$ cat src/rtl/b2a_pkg.sv
// Shared types and helpers for the boolean share splitter.
package b2a_pkg;

    // Controller states: waiting for a word, drawing randomness, presenting shares.
    typedef enum logic [1:0] {
        IDLE = 2'd0,
        FILL = 2'd1,
        OUT  = 2'd2
    } state_t;

    // Width of the share counter: ceil(log2(nShares)), never less than one bit.
    function automatic int cntWidth(input int nShares);
        int w;
        w = 1;
        while ((1 << w) < nShares) begin
            w = w + 1;
        end
        return w;
    endfunction

endpackage

$ cat src/rtl/lix_xor.sv
// Word-wide XOR used to fold each fresh random word into the running accumulator.
module lix_xor #(
    parameter int W = 32
) (
    input  logic [W-1:0] i_a,
    input  logic [W-1:0] i_b,
    output logic [W-1:0] o_y
);

    assign o_y = i_a ^ i_b;

endmodule

$ cat src/rtl/bool_share_split.sv
// Splits one unmasked word into N_SHARES boolean shares whose XOR is the word.
// Shares 0..N-2 are raw random words; the last share is the word XOR all of them.
module bool_share_split
    import b2a_pkg::*;
#(
    parameter int K_WIDTH  = 32,
    parameter int N_SHARES = 5
) (
    input  logic                          clk,
    input  logic                          rst_n,
    input  logic                          ena,
    input  logic                          i_vld,
    output logic                          i_rdy,
    input  logic [K_WIDTH-1:0]            i_x,
    input  logic                          rnd_vld,
    output logic                          rnd_rdy,
    input  logic [K_WIDTH-1:0]            rnd,
    output logic                          o_vld,
    input  logic                          o_rdy,
    output logic [K_WIDTH*N_SHARES-1:0]   o_z,
    output logic                          busy
);

    localparam int CNT_W = cntWidth(N_SHARES);
    // Index of the last random share; the transfer at this count also closes the word.
    localparam logic [CNT_W-1:0] CNT_LAST = (N_SHARES >= 2) ? CNT_W'(N_SHARES - 2) : '0;

    state_t                             r_state;
    logic [CNT_W-1:0]                   r_cnt;
    logic [K_WIDTH-1:0]                 r_acc;
    logic [N_SHARES-1:0][K_WIDTH-1:0]   r_share;

    logic                               w_inXfer;
    logic                               w_rndXfer;
    logic                               w_outXfer;
    logic [K_WIDTH-1:0]                 w_accXorRnd;

    // Ready/valid are decoded from state alone so no vld input loops back to a rdy.
    assign i_rdy   = (r_state == IDLE);
    assign rnd_rdy = (r_state == FILL);
    assign o_vld   = (r_state == OUT);
    assign busy    = (r_state != IDLE);

    // Shares are only exposed while presenting, so partial state never leaks out.
    assign o_z = (r_state == OUT) ? r_share : '0;

    assign w_inXfer  = i_vld   & i_rdy   & ena;
    assign w_rndXfer = rnd_vld & rnd_rdy & ena;
    assign w_outXfer = o_vld   & o_rdy   & ena;

    lix_xor #(
        .W   (K_WIDTH)
    ) u_accXor (
        .i_a (r_acc),
        .i_b (rnd),
        .o_y (w_accXorRnd)
    );

    // Controller, share counter, accumulator and share registers; everything holds
    // when no transfer fires, which also covers ena low.
    always_ff @(posedge clk or negedge rst_n) begin
        if (!rst_n) begin
            r_state <= IDLE;
            r_cnt   <= '0;
            r_acc   <= '0;
            r_share <= '0;
        end else begin
            case (r_state)
                IDLE: begin
                    if (w_inXfer) begin
                        r_acc <= i_x;
                        r_cnt <= '0;
                        if (N_SHARES == 1) begin
                            r_share[0] <= i_x;
                            r_state    <= OUT;
                        end else begin
                            r_state    <= FILL;
                        end
                    end
                end
                FILL: begin
                    if (w_rndXfer) begin
                        for (int j = 0; j < N_SHARES - 1; j++) begin
                            if (r_cnt == CNT_W'(j)) begin
                                r_share[j] <= rnd;
                            end
                        end
                        r_acc <= w_accXorRnd;
                        if (r_cnt == CNT_LAST) begin
                            r_share[N_SHARES-1] <= w_accXorRnd;
                            r_cnt               <= '0;
                            r_state             <= OUT;
                        end else begin
                            r_cnt <= r_cnt + CNT_W'(1);
                        end
                    end
                end
                OUT: begin
                    if (w_outXfer) begin
                        r_share <= '0;
                        r_acc   <= '0;
                        r_state <= IDLE;
                    end
                end
                default: begin
                    r_state <= IDLE;
                end
            endcase
        end
    end

endmodule

$ cat config.mk
export PLATFORM = sky130hd
export DESIGN_NAME = bool_share_split
export DESIGN_NICKNAME = d
export VERILOG_FILES = /design/src/rtl/b2a_pkg.sv /design/src/rtl/lix_xor.sv /design/src/rtl/bool_share_split.sv
export SDC_FILE = /design/constraint.sdc
export NUM_CORES = 1
export LEC_CHECK = 0
export ABC_AREA = 1
export CORE_MARGIN = 1
export CORE_UTILIZATION = 51
export DETAILED_ROUTE_END_ITERATION = 8
export PLACE_DENSITY = 0.85
export SLEW_MARGIN = 40
export SYNTH_ARGS = -nofsm -noshare
export SYNTH_HDL_FRONTEND = slang
export SYNTH_SLANG_ARGS = --single-unit
$ cat constraint.sdc
create_clock -name clk -period 2.55 [get_ports clk]
set_input_delay 0.51 -clock clk [delete_from_list [all_inputs] [get_ports clk]]
set_output_delay 0.51 -clock clk [all_outputs]
set_load 0.01 [all_outputs]
==> results of run 1 <==
[power groups by stage]
stage                     clock network, mW  logic (mW)  registers (mW)
after floorplan                           0        5.57            5.19
after global placement                    0        8.02            5.48
after detailed placement                  0        8.29            5.52
after CTS                              2.83        8.49            5.47
after global routing                   2.97        9.57            5.65
final                                  2.81        8.60            5.52
[area by class of cell]
class,instances,area (sq um)
well taps,270,338
clock buffers,17,425
repair buffers,279,2840
fillers,1685,6270
clock inverters,14,191
flip-flops and latches,197,4930
multi-input cells,1044,4360
inverters,236,886
[layer usage]
layer	vias up	routed length (um)	part of all wire, %
met5	-	0	0
met4	0	661	2.1
met3	46	2360	7.7
met2	504	14500	47
met1	4920	13200	43
li1	5074	-	-
[logic make-up (layout without fill, tap and decap cells)]
kind of cell / count (synthesis) / in the layout / synth area share (%)
AND/OR/NAND/NOR: 1028 / 1028 / 39.6
buffers and inverters: 324 / 546 / 12.2
flip-flops: 197 / 197 / 46.8
adder cells (fa/ha/maj): 8 / 8 / 0.950
AO/OA/AOI/OAI: 8 / 8 / 0.499
[critical path: stages (launching register included)]
cell and delay [ns]:
dfrtp_1 0.39, inv_2 0.09, ha_4 0.19, buf_12 0.12, buf_12 0.11, bufbuf_16 0.27, nand2_1 0.06, inv_1 0.06
clkdlybuf4s15_1 0.23
[what timing repair did]
item,in CTS,in global routing
resized for setup,167,14
pin swaps,0,0
gates cloned,5,1
endpoints found under the setup margin,160,24
buffers inserted,6,1
[stage by stage]
| step | instances | power (mW) |
|---|---|---|
| 4_1_cts | 2055 | 16.8 |
| 2_1_floorplan | 1565 | 10.8 |
| 3_5_place_dp | 2013 | 13.8 |
| 6_report | 2057 | 16.9 |
| 5_1_grt | 2057 | 18.2 |
| 3_3_place_gp | 2013 | 13.5 |
[registers in the layout, indices dropped and copies added, names as in the netlist]
| name | count |
|---|---|
| r_cnt | 3 |
| r_share | 160 |
| r_acc | 32 |
| r_state | 2 |
[worst min-delay path by stage]
stage                     cells past startpoint                      from                  endpoint
after floorplan                               0                     rst_n      r_acc[0]$_DFFE_PN0P_
after global placement                        2  r_share[108]$_DFFE_PN0P_  r_share[108]$_DFFE_PN0P_
after detailed placement                      2  r_share[123]$_DFFE_PN0P_  r_share[123]$_DFFE_PN0P_
after CTS                                     1                     rst_n     r_acc[26]$_DFFE_PN0P_
after global routing                          1                     rst_n     r_acc[28]$_DFFE_PN0P_
final                                         1                     rst_n     r_acc[26]$_DFFE_PN0P_
[cell usage after synthesis, drive strengths merged]
| cell type | number |
|---|---|
| ha | 8 |
| nand3 | 228 |
| a21oi | 2 |
| buf | 44 |
| clkbuf | 44 |
| o21ai | 5 |
| inv | 236 |
| nand2 | 725 |
| nor2 | 75 |
| a31oi | 1 |
| dfrtp | 197 |
==> flow_summary_export.csv, run 1 <==
group,metric,value,unit
outcome,status,"finished, final reports clean",
clock_tree,ctsHoldBuffers,0,
global_routing,first_global_vias,9814,
global_routing,met2_usage,47.0,%
drt,drc_violation_total_after_the_first_tritonroute_iteration,1013,
sta,max_freq,0.401,GHz
synth,synth.yosys.seq_area_share,46.8,%
sta,post-route-min-period,2.49,ns
clock_tree,cts_tree,"yes",
power,power.internal,9.16,mW
sta,slew_headroom,59.6,%
final_layout,layout.cells.most_common,"nand2_1",
placement,postPlaceCellArea,13200,sq um
synth,synthesis.instances,1565,
power,power.density_cell_area,1210,nW/um^2
final_layout,layout_cell_area_excl_fill,14000,sq um
clock_tree,clk_pin_slew,0.08,ns
sta,final_period_utilization,97.8,%
power,switching_share,45.9,%
clock_tree,cts.root.buffer_cell,"clkbuf_16",
global_routing,grt_remaining_overflow,0,
worst_setup_path,critical_path_required,2.04,ns
synth,yosys_warnings,0,
drt,wire_per_inst,15.0,um
worst_setup_path,crit_end,"o_z[67]",
synth,yosysTopAreaCell,"dfrtp_1",
worst_setup_path,reg2reg_from,"r_state[0]$_DFFE_PN0P_",
final_layout,insertedDiodeCount,0,
synth,mapped_nets,1643,
global_routing,antenna_found_initial,0,
final_layout,layout-drive-gt1-share,5.20,%
synth,netlist_top_cells_area,"dfrtp_1, nand2_1, nand3_1, inv_1, nor2_1",
clock_tree,clockBufferDepth,2,
sta,setup_total_negative_slack,0,ns
synth,synth.lib_cells_used.distinct,18,
worst_setup_path,cp-startpoint,"r_state[0]$_DFFE_PN0P_",
min_path,min-delay-path-class,"in -> async",
drt,drt_via_density,5.13,
sta,worstMarginPinSlew,0.604,ns
synth,ys_ff_latch,197,
floorplan,design.portCount,234,
placement,gp_routability_congestion,0.863,
final_layout,final_util,69.0,%
synth,avgSynthCellArea,6.73,sq um
clock_tree,numCtsBuffers,17,
floorplan,die-height,146,um
global_routing,grt_start_max_net_pins,66,
drt,drt_pre_antenna_iters,5,
clock_tree,insertion_delay,0.43,ns
sta,rsz0062_at_grt,"no",
worst_setup_path,crit-reg2reg-capture,"r_share[40]$_DFFE_PN0P_",
placement,total_of_buffers_placed_on_input_and_output_ports,233,
floorplan,start_util,52.1,%
clock_tree,clock_sink_count,197,
global_routing,grt.busiest_layer,"met2",
floorplan,die_w,146,um
run,drv.max_cap_violation_count,0,
drt,detailroute.via_count,10544,
worst_setup_path,type_of_element_capturing_the_critical_path,"output port",
worst_setup_path,regToRegSetupSlack,0.26,ns
placement,detailed_place_hpwl,20700,um
floorplan,floorplan.rows,52,
power,comb_power_share,50.8,%
floorplan,design.core.area,20200,sq um
power,seq_power_share,32.6,%
floorplan,dieArea,21200,sq um
drt,drt_wl_total,30800,um
placement,pre_cts_setup_slack,0.259,ns
power,vdd_ir_drop_max,0.000824,V
sta,final_clock_skew,0.0108,ns
power,clock_power_share,16.6,%
synth,synth.top_cell.area_share,46.8,%
drt,route.detailed.drc,0,
final_layout,layout_common_cells,"nand2_1, inv_1, nand3_1, dfrtp_1, dlygate4sd2_1",
final_layout,final_net_count,1853,
drt,antenna_viol_nets_final,0,
global_routing,groute.layer.met3.usage,4.70,%
global_routing,grtUsageTotal,29.6,%
clock_tree,h-tree-depth,4,
power,p_sw,7.77,mW
global_routing,grtUsageMet1,41.2,%
final_layout,area_growth,32.6,%
global_routing,first_pass_grt_wire_length,50000,um
sta,layout_setup_ws,0.0573,ns
sta,finalSetupViolations,0,
sta,report.final.hold_viol_count,0,
worst_setup_path,r2r_cells,11,
worst_setup_path,critical_path_peak_fanout,16,
worst_setup_path,worst-setup-path-type,"reg -> out",
worst_setup_path,cp.arrival,1.98,ns
synth,synth.cell_area,10500,sq um
sta,hold_slack,0.0699,ns
worst_setup_path,setup.worst_path.start_class,"flop",
sta,final_slew_viol_count,0,
power,leakagePower,9.22,nW
Note: power is estimated with default switching activity, not from simulation.
==> run 2, diff against run 1 <==
Settings changed: CORE_UTILIZATION 51 to 40, PLACE_DENSITY 0.85 to 0.7.
==> run 2 against run 1 <==
Against the previous run: first-iteration DRC count down 31%; sequential power about the same; critical endpoint is now o_z[1]; clock skew up 0.0024 ns; largest cell class unchanged.
==> flow_summary_export.csv, run 2 (synthesized netlist as in run 1, its figures left out) <==
group,metric,value,unit
outcome,status,"finished, final reports clean",
sta,max_freq,0.404,GHz
power,post-layout-total-power,16.8,mW
worst_setup_path,regToRegSetupSlack,0.46,ns
global_routing,antenna_found_initial,1,
power,vdd_ir_drop_max,0.000815,V
final_layout,max_flop_register,"r_share",
floorplan,design.portCount,234,
power,leakagePower,9.92,nW
placement,pre_cts_setup_slack,0.155,ns
clock_tree,clockBufferDepth,2,
clock_tree,clk_pin_slew,0.07,ns
global_routing,first_global_vias,9500,
sta,final_period_utilization,97.0,%
drt,drc_violation_total_after_the_first_tritonroute_iteration,701,
clock_tree,cts.root.buffer_cell,"clkbuf_16",
sta,finalSetupViolations,0,
global_routing,grt_remaining_overflow,0,
clock_tree,cts_tree,"yes",
sta,slew_headroom,56.0,%
drt,route.detailed.drc,0,
sta,rsz0062_at_grt,"no",
floorplan,dieArea,27000,sq um
floorplan,floorplan.rows,59,
drt,drt_wl_total,31700,um
worst_setup_path,setup.worst_path.start_class,"flop",
final_layout,layout-drive-gt1-share,5.86,%
drt,detailroute.via_count,10261,
final_layout,insertedDiodeCount,0,
drt,wire_per_inst,14.9,um
placement,gp_routability_congestion,0.862,
worst_setup_path,cp-startpoint,"r_state[0]$_DFFE_PN0P_",
sta,layout_setup_ws,0.0764,ns
floorplan,die-height,164,um
power,power.density_cell_area,1180,nW/um^2
placement,detailed_place_hpwl,22100,um
sta,post-route-min-period,2.47,ns
worst_setup_path,critical_path_peak_fanout,15,
worst_setup_path,type_of_element_capturing_the_critical_path,"output port",
drt,antenna_viol_nets_final,0,
sta,final_clock_skew,0.0132,ns
run,drv.max_cap_violation_count,0,
worst_setup_path,crit-reg2reg-capture,"r_share[111]$_DFFE_PN0P_",
clock_tree,ctsHoldBuffers,0,
sta,final_slew_viol_count,0,
final_layout,layout.cells.non_filler,2126,
global_routing,first_pass_grt_wire_length,49900,um
final_layout,biggestRegsByFlops,"r_share x160, r_acc x32, r_cnt x3",
clock_tree,insertion_delay,0.43,ns
worst_setup_path,reg2reg_from,"r_state[1]$_DFFE_PN0P_",
floorplan,design.core.area,25900,sq um
placement,placedCellCount,2083,
final_layout,final_net_count,1856,
worst_setup_path,cp.arrival,1.96,ns
final_layout,layout_common_cells,"nand2_1, inv_1, nand3_1, dfrtp_1, dlygate4sd2_1",
global_routing,met2_usage,37.1,%
worst_setup_path,critical_path_required,2.04,ns
global_routing,grt.busiest_layer,"met2",
global_routing,grt_start_max_net_pins,61,
drt,drt_pre_antenna_iters,5,
final_layout,area_growth,34.7,%
floorplan,start_util,40.6,%
drt,drt_via_density,4.83,
worst_setup_path,worst-setup-path-type,"reg -> out",
global_routing,grtUsageTotal,23.9,%
clock_tree,h-tree-depth,4,
final_layout,fillCellCount,2533,
sta,report.final.hold_viol_count,0,
placement,total_of_buffers_placed_on_input_and_output_ports,233,
clock_tree,clock_sink_count,197,
clock_tree,numCtsBuffers,17,
sta,worstMarginPinSlew,0.658,ns
final_layout,max_ffs_per_register,160,
final_layout,layout.cells.most_common,"nand2_1",
worst_setup_path,r2r_cells,9,
floorplan,die_w,164,um
global_routing,grtUsageMet1,34.6,%
global_routing,groute.layer.met3.usage,2.98,%
min_path,min-delay-path-class,"in -> async",
run 2: cell types whose count changed in the layout (fill, tap and decap cells not counted), sizes merged:
cell           delta
dlygate4sd2      -68
dlymetal6s2s     +57
clkbuf           +12
buf               +5
bufbuf            -2
bufinv            -2
clkinvlp          +2
clkdlybuf4s50     +1
clkinv            -1
run 2: area by class of cell:
cell class              count  area, sq um  area share, %
inverters                 236          886           6.25
well taps                 335          419           2.96
flip-flops and latches    197         4930           34.8
multi-input cells        1044         4360           30.7
clock buffers              19          443           3.12
repair buffers            282         3010           21.2
clock inverters            13          138          0.970
run 2: metal layers:
layer | part of all wire, % | vias to the layer above
li1 | - | 5100
met1 | 46 | 4776
met2 | 46 | 352
met3 | 6.5 | 33
met4 | 1.4 | 0
met5 | 0 | -
run 2: worst max-delay path by stage:
stage / to / slack (ns) / cells after the start
3_3_place_gp: o_z[73] / 0.19 / 6
5_1_grt: o_z[1] / 0.004 / 8
3_5_place_dp: o_z[36] / 0.16 / 6
2_1_floorplan: o_z[0] / 0.42 / 7
4_1_cts: o_z[139] / -0.01 / 7
6_report: o_z[1] / 0.08 / 8
run 2: per-stage QoR:
stage / hold WS, ns / instance area (sq um) / utilization (%) / TNS (ns)
after floorplan: 0.214 / 10500 / - / 0
after global placement: 0.454 / 13300 / 51.5 / 0
after detailed placement: 0.459 / 13300 / 51.5 / 0
after CTS: 0.00406 / 14000 / 54.1 / -0.0320
after global routing: 0.00895 / 14200 / 54.7 / 0
final: 0.0115 / 14200 / 54.7 / 0
run 2: power breakdown:
| group | internal [mW] | switching, mW |
|---|---|---|
| sequential | 4.58 | 0.933 |
| combinational | 3.12 | 5.49 |
| clock | 1.33 | 1.30 |
run 2: repair_timing:
action                                  CTS  global route
setup buffers                             8             0
pin swaps                                 0             0
endpoints found under the setup margin  161            80
cloned                                    2             1
gates resized for setup                 111            93
run 2: worst max-delay path, stage by stage (launching register included):
cell and delay, ns:
dfrtp_1 0.39, inv_2 0.09, ha_4 0.18, buf_12 0.14, buf_12 0.11, bufbuf_16 0.28, nand2_1 0.06, inv_1 0.05
clkdlybuf4s15_1 0.23
